### src/rtl/unidad_logico_aritmetica_secuencial.sv
// Registered, handshaked ALU with valid/ready on both sides.
// Single-cycle opcodes complete on accept; MUL runs N shift-add steps before completing.
module unidad_logico_aritmetica_secuencial #(
   parameter int unsigned N  = 8,
   parameter int unsigned SW = $clog2(N)
) (
   input  logic          clk,
   input  logic          rst_n,
   input  logic          valid_in,
   output logic          ready_out,
   input  logic [N-1:0]  numero1,
   input  logic [N-1:0]  numero2,
   input  logic [3:0]    ALUControl,
   input  logic [SW-1:0] desplazamiento,
   output logic          valid_out,
   input  logic          ready_in,
   output logic [N-1:0]  resultado,
   output logic          flagNegativo,
   output logic          flagCero,
   output logic          flagOverflow,
   output logic          flagCarry
);

   localparam int unsigned CW = $clog2(N);
   localparam logic [3:0] OpMul = 4'b1110;
   localparam logic [3:0] OpCmp = 4'b1111;
   localparam logic [CW-1:0] LastStep = CW'(N - 1);

   typedef enum logic {
      IDLE,
      MUL
   } estado_t;

   estado_t estado;
   logic [CW-1:0] contador;
   logic [2*N-1:0] multiplicando;
   logic [2*N-1:0] acumulador;
   logic [N-1:0] multiplicador;

   logic acepta;
   logic [N:0] suma;
   logic [N:0] resta;
   logic signed [N-1:0] aSigned;
   logic signed [N-1:0] bSigned;
   logic [2*N-1:0] acumSig;

   logic [N-1:0] resComb;
   logic [N-1:0] valorFlags;
   logic overflowComb;
   logic carryComb;

   assign ready_out = (estado == IDLE) && (!valid_out || ready_in);
   assign acepta    = valid_in && ready_out;

   // Extra top bit holds carry-out for ADD and borrow for SUB/CMP.
   assign suma    = {1'b0, numero1} + {1'b0, numero2};
   assign resta   = {1'b0, numero1} - {1'b0, numero2};
   assign aSigned = numero1;
   assign bSigned = numero2;

   assign acumSig = multiplicador[0] ? (acumulador + multiplicando) : acumulador;

   always_comb begin
      resComb      = '0;
      overflowComb = 1'b0;
      carryComb    = 1'b0;
      case (ALUControl)
         4'b0000: resComb = numero1 & numero2;
         4'b0001: resComb = numero1 | numero2;
         4'b0010: resComb = numero1 ^ numero2;
         4'b0011: resComb = ~numero1;
         4'b0100: resComb = numero1 >> desplazamiento;
         4'b0101: resComb = numero1 << desplazamiento;
         4'b0110: resComb = numero2 >> desplazamiento;
         4'b0111: resComb = numero2 << desplazamiento;
         4'b1000: begin
            resComb      = suma[N-1:0];
            carryComb    = suma[N];
            overflowComb = (numero1[N-1] == numero2[N-1]) && (suma[N-1] != numero1[N-1]);
         end
         4'b1001: begin
            resComb      = resta[N-1:0];
            carryComb    = !resta[N];
            overflowComb = (numero1[N-1] != numero2[N-1]) && (resta[N-1] != numero1[N-1]);
         end
         4'b1010: resComb = aSigned >>> desplazamiento;
         4'b1011: resComb = numero1 << desplazamiento;
         4'b1100: resComb = bSigned >>> desplazamiento;
         4'b1101: resComb = numero2 << desplazamiento;
         4'b1111: begin
            resComb      = numero1;
            carryComb    = !resta[N];
            overflowComb = (numero1[N-1] != numero2[N-1]) && (resta[N-1] != numero1[N-1]);
         end
         default: resComb = '0;
      endcase
      // CMP reports A but flags the difference.
      valorFlags = (ALUControl == OpCmp) ? resta[N-1:0] : resComb;
   end

   always_ff @(posedge clk or negedge rst_n) begin
      if (!rst_n) begin
         estado        <= IDLE;
         contador      <= '0;
         multiplicando <= '0;
         multiplicador <= '0;
         acumulador    <= '0;
         valid_out     <= 1'b0;
         resultado     <= '0;
         flagNegativo  <= 1'b0;
         flagCero      <= 1'b0;
         flagOverflow  <= 1'b0;
         flagCarry     <= 1'b0;
      end else begin
         unique case (estado)
            IDLE: begin
               if (acepta) begin
                  if (ALUControl == OpMul) begin
                     multiplicando <= {{N{1'b0}}, numero1};
                     multiplicador <= numero2;
                     acumulador    <= '0;
                     contador      <= '0;
                     valid_out     <= 1'b0;
                     estado        <= MUL;
                  end else begin
                     resultado    <= resComb;
                     flagNegativo <= valorFlags[N-1];
                     flagCero     <= (valorFlags == '0);
                     flagOverflow <= overflowComb;
                     flagCarry    <= carryComb;
                     valid_out    <= 1'b1;
                  end
               end else if (ready_in) begin
                  valid_out <= 1'b0;
               end
            end
            MUL: begin
               acumulador    <= acumSig;
               multiplicando <= multiplicando << 1;
               multiplicador <= multiplicador >> 1;
               contador      <= contador + 1'b1;
               if (ready_in) begin
                  valid_out <= 1'b0;
               end
               if (contador == LastStep) begin
                  resultado    <= acumSig[N-1:0];
                  flagNegativo <= acumSig[N-1];
                  flagCero     <= (acumSig[N-1:0] == '0);
                  flagOverflow <= (acumSig[2*N-1:N] != '0);
                  flagCarry    <= (acumSig[2*N-1:N] != '0);
                  valid_out    <= 1'b1;
                  contador     <= '0;
                  estado       <= IDLE;
               end
            end
            default: estado <= IDLE;
         endcase
      end
   end

endmodule
### config.mk
export PLATFORM = sky130hd
export DESIGN_NAME = unidad_logico_aritmetica_secuencial
export DESIGN_NICKNAME = d
export VERILOG_FILES = /design/src/rtl/unidad_logico_aritmetica_secuencial.sv
export SDC_FILE = /design/constraint.sdc
export NUM_CORES = 1
export LEC_CHECK = 0
export BUFFER_PORTS_ARGS = -buffer_cell sky130_fd_sc_hd__buf_2
export CAP_MARGIN = 20
export CORE_ASPECT_RATIO = 1.5
export CORE_MARGIN = 10
export CORE_UTILIZATION = 63
export CTS_CLUSTER_DIAMETER = 80
export CTS_CLUSTER_SIZE = 12
export DETAILED_ROUTE_END_ITERATION = 8
export GPL_TIMING_DRIVEN = 0
export PLACE_DENSITY_LB_ADDON = 0.3
export SLEW_MARGIN = 20
export SYNTH_ARGS = -nofsm -noshare
export SYNTH_HDL_FRONTEND = slang
export SYNTH_SLANG_ARGS = --single-unit
### constraint.sdc
create_clock -name clk -period 3.3 [get_ports clk]
set_clock_uncertainty 0.1 [all_clocks]
set_input_delay 0.33 -clock clk [delete_from_list [all_inputs] [get_ports clk]]
set_output_delay 0.33 -clock clk [all_outputs]
set_load 0.05 [all_outputs]
# Word-level counts from Yosys, hierarchy flattened
# Cells that the tools add are included.
dict set report word_totals {
  elab_cells 112
  output_inout_bits 14
  input_bits 27
  regBits 57
}
dict set report op_classes {
  reduce_logical 16
  mux 46
  eq_ne 24
  n_bitwise 5
  shift 6
  addsub 4
}
# op n
set op_table {}
lappend op_table {{8-bit case mux with 13 select lines} 1}
lappend op_table {{16-bit two-way mux} 5}
lappend op_table {{16-bit case mux with 2 select lines} 2}
lappend op_table {{8-bit two-way mux} 6}
lappend op_table {{4-bit == test (second input constant)} 8}
lappend op_table {{8-bit case mux with 2 select lines} 2}
lappend op_table {{1-bit two-way mux} 18}
lappend op_table {{16-bit adder} 1}
lappend op_table {{4-bit by 3-bit == test with 1-bit output (second input constant)} 4}
lappend op_table {{8-bit zero test} 2}
lappend op_table {{1-bit case mux with 2 select lines} 8}
lappend op_table {{8-bit by 3-bit left shift with 8-bit output} 2}
lappend op_table {{8-bit by 3-bit right shift with 8-bit output} 2}
lappend op_table {{8-bit by 3-bit >>> shifter with 8-bit output} 2}
lappend op_table {{8-bit by 8-bit adder with 9-bit output} 1}
lappend op_table {{3-bit two-way mux} 3}
lappend op_table {{8-bit by 8-bit subtractor with 9-bit output} 1}
lappend op_table {{8-bit bitwise AND} 1}
lappend op_table {{4-bit by 2-bit == test with 1-bit output (second input constant)} 2}
lappend op_table {{8-bit NOT} 1}
lappend op_table {{8-bit OR} 1}
lappend op_table {{8-bit nonzero test} 1}
lappend op_table {{8-bit XOR} 1}
lappend op_table {{3-bit case mux with 2 select lines} 1}
lappend op_table {{15 further kinds} 25}

# Logic depth before layout (Yosys ltp)
# Gate-level depths: netlist of run 1.
dict set report logic_depth {
  word_depth 8
  mapped_depth 13
  ltp_nobuf 12
}

# Worst setup path after synthesis of run 1
# No wires, ideal clock.
dict set report synth_path {
  kind {input to register}
  from {input port numero1[4]}
  to {register flagNegativo}
  arrival_ns 2.686
  setup_slack_ns 0.389
  required_time_ns 3.075
  path_buffers 2
  cell_stages 12
  cell_sequence {clkbuf_1 -> inv_1 -> ha_1 -> clkbuf_1 -> nor3b_1 -> a2111oi_0 -> or3b_2 -> a311oi_1 -> nor3b_1 -> a21o_1 -> a21oi_1 -> mux2_2}
}
dict set report synth_between {
  elab_chain_cells 6
}
# item line_no
set synth_lines {}
lappend synth_lines {{start, declared} 11} ;# input logic [N-1:0] numero1,
lappend synth_lines {{8-bit by 8-bit subtractor with 9-bit output, or another cell as far along} 57} ;# assign resta = {1'b0, numero1} - {1'b0, numero2};
lappend synth_lines {{8-bit case mux with 13 select lines} 67} ;# case (ALUControl)
lappend synth_lines {{8-bit two-way mux (*)} 98} ;# valorFlags = (ALUControl == OpCmp) ? resta[N-1:0] : resComb;
lappend synth_lines {{1-bit two-way mux (*)} 118} ;# if (ALUControl == OpMul) begin
lappend synth_lines {{1-bit two-way mux (*)} 117} ;# if (acepta) begin
lappend synth_lines {{1-bit case mux with 2 select lines (*)} 115} ;# unique case (estado)
lappend synth_lines {{end signal, assigned} 127} ;# flagNegativo <= valorFlags[N-1];
lappend synth_lines {{end signal, assigned} 147} ;# flagNegativo <= acumSig[N-1];
lappend synth_lines {{end, declared} 18} ;# output logic flagNegativo,
# Every way passes the cells marked *; elsewhere a longest branch is shown, timed or not. The select of a mux whose other input is x is not followed.
# A chain may end at the register's enable or synchronous reset.

# Final worst setup path of run 1
dict set report layout_path {
  from {register multiplicando[0]}
  to {register flagCarry}
}
dict set report layout_between {
  elab_chain_cells 5
}
# item line_no
set layout_lines {}
lappend layout_lines {{start, declared} 36} ;# logic [2*N-1:0] multiplicando;
lappend layout_lines {{start signal, assigned} 119} ;# multiplicando <= {{N{1'b0}}, numero1};
lappend layout_lines {{start signal, assigned} 139} ;# multiplicando <= multiplicando << 1;
lappend layout_lines {{16-bit adder} 61} ;# assign acumSig = multiplicador[0] ? (acumulador + multiplicando) : acumulador;
lappend layout_lines {{16-bit two-way mux} 61}
lappend layout_lines {{8-bit nonzero test} 150} ;# flagCarry <= (acumSig[2*N-1:N] != '0);
lappend layout_lines {{1-bit two-way mux} 145} ;# if (contador == LastStep) begin
lappend layout_lines {{1-bit case mux with 2 select lines} 115}
lappend layout_lines {{end signal, assigned} 130} ;# flagCarry <= carryComb;
lappend layout_lines {{end signal, assigned} 150}
lappend layout_lines {{end, declared} 21} ;# output logic flagCarry
# Every way passes these cells. The select of a mux whose other input is x is not followed.

==> metrics.md, run 1 <==
| Metric | Value |
|---|---|
| Status | `completed` |
| CTS tree | `built` |
| Die area | `14020 µm²` |
| Max Buffers Root-to-Sink | `2` |
| Core area | `9308 µm²` |
| Final WL | `23.00 mm` |
| Area delta synth->final | `11.09%` |
| H-tree depth | `3` |
| Min-Delay Path Class | `input pin to flip-flop` |
| Hold Crit Start | `numero1[0]` |
| Crit-path cells | `ha_1 > fa_2 > a21oi_2 > o211ai_1 > buf_4 > a31o_2 > a21oi_1 > xor2_1 > a31o_2 > nand3_2 > mux2i_1 > a31oi_1` |
| Fin cells | `923` |
| DRT Pass-1 Iters | `5` |
| Inserted Clock Buffers | `9` |
| Arrival time worst endpoint | `3270 ps` |
| Inserted Diodes | `0` |
| Worst-margin pin slew | `962.3 ps` |
| Max Slew Vio Count | `0` |
| Top post-synthesis cells by area | `dfrtp_1 24%, mux2i_1 8.9%, ha_1 8.5%` |
| Mean Syn Cell Area | `8.017 µm²` |
| Standard-cell row count | `43` |
| Crit start category | `flip-flop` |
| VDD IR-drop max | `0.0005581 V` |
| Vias per std cell | `7.073` |
| Req. time, crit path | `3400 ps` |
| CP Capture Type | `flip-flop` |
| Number of global-route vias before repair | `6662` |
| Gr usage total | `0.3203` |
| Initial core utilization | `0.6512` |
| Largest net degree at the start of global routing | `58` |
| Highest clock rate | `0.3154 GHz` |
| EDFF count, synth | `0` |
| Vias post-DR | `6528` |
| CTS root buffer | `clkbuf_16` |
| CTS clock-pin slew for the worst setup and hold paths | `50 ps` |
| Flops & latches, synth | `57` |
| Layout Nets | `877` |
| Post-DRT Antenna Nets | `0` |
| Dpl ws | `-625.4 ps` |
| PnR worst setup slack | `129.6 ps` |
| Crit Path Class | `flip-flop to flip-flop` |
| Slowest stage cell on the critical path | `dfrtp_1` |
| WL/cell | `24.91 µm` |
| Setup Viol. Count Final | `0` |
| Initial antenna violation count | `0` |
| Most numerous cell in the Yosys netlist | `nand2_1` |
| Post-DP HPWL | `17.57 mm` |
| Inst Count DP | `906` |
| Pwr dens | `652.7 nW/µm²` |
| Pleak | `2.979 nW` |
| Worst-Skew Late Latency | `330 ps` |
| RSZ-0062 raised after global routing | `no` |
| Hold Path Depth | `3` |
| CTS sink count | `57` |
| Worst R2R Path Depth | `12` |
| Total grt overflow | `0` |
| Iteration-0 DRC Markers | `637` |
| Yosys top cell by area | `dfrtp_1` |
| First-pass GRT wire length | `35.19 mm` |
| Final Wtd Congestion | `1.057` |
| Post-layout util | `0.7234` |
| # port buffers | `38` |
| Top cells by count, synth | `100 x nand2_1, 60 x o21ai_0, 57 x dfrtp_1` |
| CP most frequent cell | `a31o_2` |
| Share of the synthesized area in the top cell type | `0.2353` |
| Netlist cell types | `71` |
| I/O pin cnt | `41` |
| Max-slew headroom | `0.3495` |
| Synth Warn # | `0` |
| DRC | `0` |
| Final Hold Fails | `0` |
| Max-cap violations | `0` |
| Final Critical Period | `3170 ps` |
| Ratio of cells with drive above 1 in the final layout | `0.1319` |
| Worst reg2reg startpoint | `multiplicando[0]` |
| Reg2Reg Capture Point | `flagCarry` |
| Sequential fraction of the synthesis area | `0.2353` |
| Die Width | `100.1 µm` |
| Hold Path End | `multiplicando[0]` |
| Post-synthesis cell area | `6061 µm²` |
| Asr flop ratio synth | `1.000` |
| Reg2reg setup slack | `130 ps` |
| Synth Flop Type | `dfrtp_1` |
| Syn_nets | `827` |
| Die Ht | `140.1 µm` |
| CP peak stage delay | `410 ps` |
| Mapped Cells | `756` |
| Final cycle utilization of the critical path | `0.9607` |
| CP Max Fanout | `3` |
-- cell type report --
cell class	count	area [µm²]
buffer	49	209.0
clock buffer	12	236.5
clock inverter	4	20.02
fill	714	2575
inverter	32	120.1
multi-input combinational	616	4363
sequential	57	1426
tap	112	140.1
timing repair buffer	41	217.7
-- cell families after synthesis --
logic type / share of synthesized area
compound gates: 0.2409
xor+xnor: 0.03613
fa+ha+maj: 0.09455
buf+inv: 0.05532
flops: 0.2353
mux: 0.1356
simple gates: 0.2021
-- critical path: cells and delay by family, from the launching register on --
kind                     cells  cell delay [ps]
flip-flops                   1              410
XOR/XNOR                     1              210
AND/OR/NAND/NOR              1              140
adder cells (fa/ha/maj)      2              660
buffers and inverters        1              190
multiplexers                 1              200
AO/OA/AOI/OAI                6             1110
-- repair_timing --
action / CTS / global route
pin swaps: 3 / 3
setup endpoints to repair: 5 / 5
gates resized for setup: 8 / 9
hold endpoints to repair: 57 / 0
hold buffers: 1 / 0
setup buffers: 1 / 1
-- routing by layer --
metal | track usage | part of all wire | up-vias
li1 | - | - | 2872
met1 | 0.3109 | 0.33 | 3133
met2 | 0.5603 | 0.51 | 377
met3 | 0.03890 | 0.058 | 146
met4 | 0.3082 | 0.10 | 0
met5 | 0 | 0 | -
-- metrics by stage --
stage	power [W]	TNS, ps	area [µm²]	hold WS (ps)
floorplan	0.002770	0	6061	-65.59
global placement	0.003326	-1037	6391	373.5
detailed placement	0.003429	-2067	6394	320.8
CTS	0.004294	0	6686	242.5
global route	0.004613	0	6733	258.2
finish	0.004394	0	6733	240.3
-- cells in the final DEF (no fill, tap or decap), types with 6 or more instances in the layout --
cell         n
o21ai_0     59
nand3_1     12
nor3_1      19
a21o_1      10
o22ai_1     12
or3_1        9
nor2b_1      7
o21bai_1     6
a31o_2       6
nand2_1    100
a211oi_1    16
dfrtp_1     57
xnor2_1     17
nand2b_1    19
a21oi_1     47
mux2_2       9
inv_1       31
xor2_1       7
o211ai_1     6
mux2i_1     53
mux4_2       8
ha_1        41
clkbuf_1    35
a31oi_1      8
buf_1        7
nor2_1      48
clkbuf_16    9
buf_2       44
-- worst max-delay path by stage --
stage | slack, ps | start | depth (start not counted) | to
3_5_place_dp | -630 | numero1[1] | 12 | flagNegativo
5_1_grt | 0.8 | multiplicando[4] | 10 | flagCarry
6_report | 130 | multiplicando[0] | 12 | flagCarry
2_1_floorplan | 390 | numero1[4] | 12 | flagNegativo
3_3_place_gp | -430 | numero1[4] | 13 | flagNegativo
4_1_cts | 40 | numero1[1] | 12 | flagNegativo
-- flip-flops by register name (all words and copies together), names as in the netlist --
register and cells:
acumulador 16, contador 3, estado 1, flagCarry 1, flagCero 1, flagNegativo 1, flagOverflow 1, multiplicador 8
multiplicando 16, resultado 8, valid_out 1
-- power by group --
part / switching (W) / internal [W] / total, W
Clock: 0.000314 / 0.000501 / 0.000815
Sequential: 0.000212 / 0.000963 / 0.00117
Combinational: 0.00160 / 0.000808 / 0.00240
Power figures use the tool's default switching activity.
==> run 2: changes to the inputs <==
--- a/config.mk
+++ b/config.mk
@@ -9,7 +9,7 @@
 export CAP_MARGIN = 20
 export CORE_ASPECT_RATIO = 1.5
 export CORE_MARGIN = 10
-export CORE_UTILIZATION = 63
+export CORE_UTILIZATION = 50
 export CTS_CLUSTER_DIAMETER = 80
 export CTS_CLUSTER_SIZE = 12
 export DETAILED_ROUTE_END_ITERATION = 8
==> run 2 against run 1 <==
Effect of this change: clock power grew 14%; non-clock buffer count is the same; maximum frequency shrank 1.3%; worst setup slack lost 42 ps; first-iteration DRC count shrank 27%; highest routed layer unchanged; sequential cell count is the same; power grew 1.5%; global-route usage shrank 4.2 points.
==> metrics.md, run 2 (synthesized netlist as in run 1, its figures left out) <==
| Metric | Value |
|---|---|
| Pwr dens | `654.5 nW/µm² (was 652.7 nW/µm²)` |
| Register share of total power | `0.264 (was 0.267)` |
| Inserted Clock Buffers | `9 (unchanged)` |
| Switching share of total power | `0.4675 (was 0.4829)` |
| P_int | `0.002376 W (was 0.002272 W)` |
| Initial core utilization | `0.5070 (was 0.6512)` |
| Slowest stage cell on the critical path | `or3b_2 (was dfrtp_1)` |
| Pleak | `2.999 nW (was 2.979 nW)` |
| Req. time, crit path | `3420 ps (was 3400 ps)` |
| Placed Instance Area | `6445 µm² (was 6394 µm²)` |
| Max Buffers Root-to-Sink | `2 (unchanged)` |
| Post-DRT Antenna Nets | `0 (unchanged)` |
| Die area | `17020 µm² (was 14020 µm²)` |
| Vias per std cell | `6.513 (was 7.073)` |
| Layout Nets | `877 (unchanged)` |
| CTS root buffer | `clkbuf_16 (unchanged)` |
| CTS clock-pin slew for the worst setup and hold paths | `50 ps (about the same)` |
| Ratio of cells with drive above 1 in the final layout | `0.1321 (was 0.1319)` |
| WL/cell | `24.46 µm (was 24.91 µm)` |
| Iteration-0 DRC Markers | `465 (was 637)` |
| # port buffers | `38 (unchanged)` |
| PnR worst setup slack | `87.50 ps (was 129.6 ps)` |
| Highest clock rate | `0.3113 GHz (was 0.3154 GHz)` |
| Setup Viol. Count Final | `0 (unchanged)` |
| Worst-margin pin slew | `828.7 ps (was 962.3 ps)` |
| First-pass GRT wire length | `36.22 mm (was 35.19 mm)` |
| CP Max Fanout | `9 (was 3)` |
| DRC | `0 (unchanged)` |
| CTS sink count | `57 (unchanged)` |
| Comb pwr share | `0.528 (was 0.547)` |
| Biggest regs | `acumulador: 16 flops, multiplicando: 16 flops (unchanged)` |
| Dpl ws | `-599.1 ps (was -625.4 ps)` |
| Multi-input combinational cell area | `4355 µm² (was 4363 µm²)` |
| Inst Count DP | `947 (was 906)` |
| Reg2Reg Capture Point | `flagCarry (unchanged)` |
| Max Slew Vio Count | `0 (unchanged)` |
| Final cycle utilization of the critical path | `0.9735 (was 0.9607)` |
| CP Capture Type | `flip-flop (unchanged)` |
| VDD IR-drop max | `0.0004544 V (was 0.0005581 V)` |
| CTS tree | `built (unchanged)` |
| Status | `completed (unchanged)` |
| Worst-Skew Late Latency | `330 ps (about the same)` |
| Worst reg2reg startpoint | `multiplicando[0] (unchanged)` |
| Max-cap violations | `0 (unchanged)` |
| Reg2reg setup slack | `190 ps (was 130 ps)` |
| Crit Path Class | `input pin to flip-flop (was flip-flop to flip-flop)` |
| Fin cells | `963 (was 923)` |
| Hold Path End | `multiplicador[7] (was multiplicando[0])` |
| Commonest cells after routing, fill and taps aside | `100 x nand2_1, 59 x o21ai_0, 57 x dfrtp_1 (unchanged)` |
| Core area | `11960 µm² (was 9308 µm²)` |
| Post-Layout Inst Area | `6817 µm² (was 6733 µm²)` |
| DRT Pass-1 Iters | `6 (was 5)` |
| Standard-cell row count | `49 (was 43)` |
| Post-layout util | `0.5702 (was 0.7234)` |
| CP peak stage delay | `490 ps (was 410 ps)` |
| Hold Path Depth | `3 (unchanged)` |
| Total grt overflow | `0 (unchanged)` |
| Final Hold Fails | `0 (unchanged)` |
| H-tree depth | `3 (unchanged)` |
| Clock power frac | `0.208 (was 0.186)` |
| Final WL | `23.56 mm (was 23.00 mm)` |
| Hold_ws | `297.8 ps (was 240.3 ps)` |
| Final Critical Period | `3213 ps (was 3170 ps)` |
| Worst R2R Path Depth | `11 (was 12)` |
| Max-slew headroom | `0.4398 (was 0.3495)` |
| Most common cell after layout, fill and taps aside | `nand2_1 (unchanged)` |
| Gr usage total | `0.2779 (was 0.3203)` |
| Fillcell total | `1113 (was 714)` |
| Die Width | `109.9 µm (was 100.1 µm)` |
| Inserted Diodes | `0 (unchanged)` |
| Min-Delay Path Class | `input pin to flip-flop (unchanged)` |
| Final Wtd Congestion | `1.017 (was 1.057)` |
| Hold Crit Start | `numero2[7] (was numero1[0])` |
| Post-DP HPWL | `18.12 mm (was 17.57 mm)` |
| Crit-path cells | `buf_2 > inv_1 > ha_1 > clkbuf_1 > nand2b_1 > o311ai_2 > a2111oi_2 > or3b_2 > nand4_1 > nor3b_1 > a21o_1 > a21oi_1 > mux2_2 (was ha_1 > fa_2 > a21oi_2 > o211ai_1 > buf_4 > a31o_2 > a21oi_1 > xor2_1 > a31o_2 > nand3_2 > mux2i_1 > a31oi_1)` |
| Reg area | `1426 µm² (unchanged)` |
| Die Ht | `154.8 µm (was 140.1 µm)` |
| Arrival time worst endpoint | `3330 ps (was 3270 ps)` |
| Area delta synth->final | `12.47% (was 11.09%)` |
| Sw Pwr | `0.002086 W (was 0.002122 W)` |
| I/O pin cnt | `41 (unchanged)` |
| Number of global-route vias before repair | `6393 (was 6662)` |
| Vias post-DR | `6272 (was 6528)` |
| Crit start category | `input pin (was flip-flop)` |
| Largest net degree at the start of global routing | `58 (unchanged)` |
| Initial antenna violation count | `0 (unchanged)` |
[run 2: cell types whose count changed in the layout (fill, tap and decap cells not counted), sizes merged]
| cell | delta |
|---|---|
| clkbuf | +2 |
| bufinv | +1 |
| clkinv | -2 |
| buf | -2 |
[run 2: stage by stage]
step           TNS, ps  total power [W]
6_report             0         0.004462
5_1_grt         -22.47         0.004741
4_1_cts              0         0.004401
3_5_place_dp     -2852         0.003449
3_3_place_gp     -2486         0.003387
2_1_floorplan        0         0.002770
[run 2: worst max-delay path by stage]
| stage | depth (start not counted) | slack [ps] | endpoint | startpoint |
|---|---|---|---|---|
| after floorplan | 12 | 390 | flagNegativo | numero1[4] |
| after global placement | 14 | -600 | flagCero | numero1[4] |
| after detailed placement | 14 | -600 | flagCero | numero1[4] |
| after CTS | 11 | 30 | flagOverflow | multiplicando[0] |
| after global routing | 13 | -20 | flagNegativo | numero1[2] |
| final | 13 | 90 | flagNegativo | numero1[2] |
[run 2: power groups by stage]
stage | combinational [W] | clock [W] | sequential [W]
3_3_place_gp | 0.00222 | 0 | 0.00117
4_1_cts | 0.00229 | 0.000933 | 0.00117
5_1_grt | 0.00257 | 0.000963 | 0.00121
2_1_floorplan | 0.00138 | 0 | 0.00139
3_5_place_dp | 0.00227 | 0 | 0.00118
6_report | 0.00236 | 0.000929 | 0.00118
[run 2: routing by layer]
metal	routed length [µm]	vias up	global-route usage	share of wire
met5	0	-	0	0
met4	1712	0	0.1754	0.073
met3	1159	119	0.03910	0.049
met2	12440	273	0.4967	0.53
met1	8249	3006	0.2911	0.35
li1	-	2874	-	-
[run 2: timing repair]
action,CTS,global route
hold buffers,1,0
pin swaps,0,3
hold endpoints to repair,57,0
resized for setup,6,13
setup endpoints to repair,5,7
setup buffers,0,1
[run 2: worst max-delay path: cells and delay by family]
family	cells	cell delay [ps]
simple gates	4	1060
buf+inv	3	730
compound gates	4	620
fa+ha+maj	1	290
mux	1	290
[run 2: cell type report]
type,count,share of cell area
Timing Repair Buffer,40,0.03084
Buffer,50,0.03175
Clock inverter,3,0.005874
Tap cell,153,0.02808
Sequential cell,57,0.2093
Inverter,32,0.01762
Multi-Input combinational cell,616,0.6390
Clock buffer,12,0.03763
==> run 3: changes to the inputs <==
==> constraint.sdc (replaced) <==
create_clock -name clk -period 3.3 [get_ports clk]
set_clock_uncertainty 0.1 [all_clocks]
set_input_delay 0.66 -clock clk [delete_from_list [all_inputs] [get_ports clk]]
set_output_delay 0.66 -clock clk [all_outputs]
set_load 0.05 [all_outputs]
==> run 3 against run 2 <==
Effect of this change: design area is 2.9% higher; critical endpoint is now flagCero; largest cell class unchanged; via count is 0.29% higher; non-clock buffer count is 3 higher; final cell count is 0.31% higher.
==> metrics.md, run 3 (synthesized netlist as in run 1, its figures left out) <==
| Metric | Value |
|---|---|
| Post-DP HPWL | `18.12 mm (unchanged)` |
| Slowest stage cell on the critical path | `ha_1 (was or3b_2)` |
| Area delta synth->final | `15.75% (was 12.47%)` |
| TNS Setup | `0 ps (unchanged)` |
| Worst reg2reg startpoint | `multiplicando[0] (unchanged)` |
| Inst Count DP | `947 (unchanged)` |
| CP Buf/Inv Count | `4 (was 3)` |
| # port buffers | `38 (unchanged)` |
| Die area | `17020 µm² (unchanged)` |
| Initial core utilization | `0.5070 (unchanged)` |
| Final Critical Period | `3265 ps (was 3213 ps)` |
| Die Ht | `154.8 µm (unchanged)` |
| CTS sink count | `57 (unchanged)` |
| Vias per std cell | `6.511 (was 6.513)` |
| CP Max Fanout | `9 (unchanged)` |
| Reg2reg setup slack | `190 ps (about the same)` |
| Status | `completed (unchanged)` |
| Pleak | `3.067 nW (was 2.999 nW)` |
| Met3 Usage GRT | `0.03619 (was 0.03910)` |
| Max Slew Vio Count | `0 (unchanged)` |
| Crit-path cells | `buf_2 > inv_1 > ha_1 > inv_1 > mux2i_1 > a211oi_1 > and3_1 > o221ai_1 > a221oi_2 > buf_4 > and4bb_1 > a31oi_1 > nor2_1 (was buf_2 > inv_1 > ha_1 > clkbuf_1 > nand2b_1 > o311ai_2 > a2111oi_2 > or3b_2 > nand4_1 > nor3b_1 > a21o_1 > a21oi_1 > mux2_2)` |
| Final Hold Fails | `0 (unchanged)` |
| Critical path startpoint | `numero1[3] (was numero1[2])` |
| Global routing usage on met2 | `0.4874 (was 0.4967)` |
| Grt met1 use | `0.2918 (was 0.2911)` |
| Vias post-DR | `6290 (was 6272)` |
| CTS tree | `built (unchanged)` |
| DRT Pass-1 Iters | `5 (was 6)` |
| First-pass GRT wire length | `36.18 mm (was 36.22 mm)` |
| Req. time, crit path | `3470 ps (was 3420 ps)` |
| Largest net degree at the start of global routing | `58 (unchanged)` |
| Arrival time worst endpoint | `3430 ps (was 3330 ps)` |
| CP peak stage delay | `400 ps (was 490 ps)` |
| Iteration-0 DRC Markers | `516 (was 465)` |
| Crit start category | `input pin (unchanged)` |
| Final Wtd Congestion | `1.017 (unchanged)` |
| Hold_ws | `275.7 ps (was 297.8 ps)` |
| Largest delay contributor family on the critical path | `compound AO/OA/AOI/OAI gates (was simple AND/OR/NAND/NOR gates)` |
| Ratio of cells with drive above 1 in the final layout | `0.1648 (was 0.1321)` |
| Core area | `11960 µm² (unchanged)` |
| WL/cell | `24.55 µm (was 24.46 µm)` |
| Gr usage total | `0.2777 (was 0.2779)` |
| I/O pin cnt | `41 (unchanged)` |
| H-tree depth | `3 (unchanged)` |
| Max-cap violations | `0 (unchanged)` |
| CTS clock-pin slew for the worst setup and hold paths | `50 ps (about the same)` |
| Final WL | `23.72 mm (was 23.56 mm)` |
| Crit Path Class | `input pin to flip-flop (unchanged)` |
| Biggest regs | `acumulador: 16 flops, multiplicando: 16 flops (unchanged)` |
| Standard-cell row count | `49 (unchanged)` |
| Commonest cells after routing, fill and taps aside | `100 x nand2_1, 58 x o21ai_0, 57 x dfrtp_1 (was 100 x nand2_1, 59 x o21ai_0, 57 x dfrtp_1)` |
| Worst-margin pin slew | `743.5 ps (was 828.7 ps)` |
| Post-DRT Antenna Nets | `0 (unchanged)` |
| Pwr Total | `0.004511 W (was 0.004462 W)` |
| GRT Max-Usage Layer | `met2 (unchanged)` |
| Max Buffers Root-to-Sink | `2 (unchanged)` |
| Post-CTS Hold Buffers | `0 (was 1)` |
| Reg2Reg Capture Point | `flagCarry (unchanged)` |
| Die Width | `109.9 µm (unchanged)` |
| Total grt overflow | `0 (unchanged)` |
| Highest clock rate | `0.3063 GHz (was 0.3113 GHz)` |
| VDD IR-drop max | `0.0004564 V (was 0.0004544 V)` |
| DRC | `0 (unchanged)` |
| CP Capture Type | `flip-flop (unchanged)` |
| Worst-Skew Late Latency | `330 ps (about the same)` |
| Layout Nets | `880 (was 877)` |
| Initial antenna violation count | `0 (unchanged)` |
| Pwr dens | `643.0 nW/µm² (was 654.5 nW/µm²)` |
| CP most frequent cell | `inv_1` |
| Min-Delay Path Class | `input pin to asynchronous set/reset pin (was input pin to flip-flop)` |
| Final cycle utilization of the critical path | `0.9893 (was 0.9735)` |
| CTS root buffer | `clkbuf_16 (unchanged)` |
| Fin cells | `966 (was 963)` |
| Worst R2R Path Depth | `11 (unchanged)` |
| Max-slew headroom | `0.5043 (was 0.4398)` |
| Most common cell after layout, fill and taps aside | `nand2_1 (unchanged)` |
| Setup Viol. Count Final | `0 (unchanged)` |
| Inserted Clock Buffers | `9 (unchanged)` |
| Number of global-route vias before repair | `6422 (was 6393)` |
| Inserted Diodes | `0 (unchanged)` |
==> run 3: cell count changes in the layout (fill, tap and decap cells not counted), sizes merged <==
cell         delta
buf             +2
clkbuf          +2
dlygate4sd3     -1
==> run 3: what timing repair did <==
item / CTS / global route
cloned: 0 / 1
resized for setup: 22 / 36
endpoints found under the setup margin: 9 / 9
pin swaps: 0 / 9
setup buffers: 0 / 5
==> run 3: area by class of cell <==
type | instances | area [µm²]
Sequential cell | 57 | 1426
Inverter | 32 | 120.1
Fill cell | 1099 | 4940
Buffer | 49 | 226.5
Timing Repair Buffer | 44 | 242.7
Clock buffer | 12 | 256.5
Multi-Input combinational cell | 616 | 4512
Tap cell | 153 | 191.4
Clock inverter | 3 | 40.04
==> run 3: worst reg2reg max path, stage by stage (launching register included) <==
cell and delay [ps]:
dfrtp_1 400, ha_1 260, fa_1 430, a21oi_2 220, o211ai_1 180, a311oi_2 360, o21ba_2 190, o311a_1 190
nor4b_2 230, nand3_2 160, mux2i_1 160, a31oi_1 90
==> run 3: where the power goes <==
group | switching, W | internal, W | total, W
clock network | 0.000311 | 0.000617 | 0.000928
registers | 0.000214 | 0.000963 | 0.00118
logic | 0.00159 | 0.000820 | 0.00241
==> run 3: worst max path at each step <==
| stage | endpoint | depth (start not counted) |
|---|---|---|
| floorplan | flagNegativo | 12 |
| global placement | flagCero | 14 |
| detailed placement | flagCero | 14 |
| CTS | flagNegativo | 12 |
| global route | flagCero | 11 |
| finish | flagCero | 13 |
==> run 3: routing by layer <==
| metal | vias to the layer above | routed length (µm) |
|---|---|---|
| li1 | 2883 | - |
| met1 | 3014 | 8342 |
| met2 | 291 | 12450 |
| met3 | 102 | 1137 |
| met4 | 0 | 1788 |
| met5 | - | 0 |
==> run 3: through the flow <==
step | area [µm²] | worst slack (ps) | utilization
6_report | 7015 | 35.42 | 0.5868
5_1_grt | 7015 | -4.753 | 0.5868
4_1_cts | 6829 | 4.823 | 0.5712
3_5_place_dp | 6445 | -929.1 | 0.5391
3_3_place_gp | 6442 | -933.9 | 0.5389
2_1_floorplan | 6061 | 58.96 | -
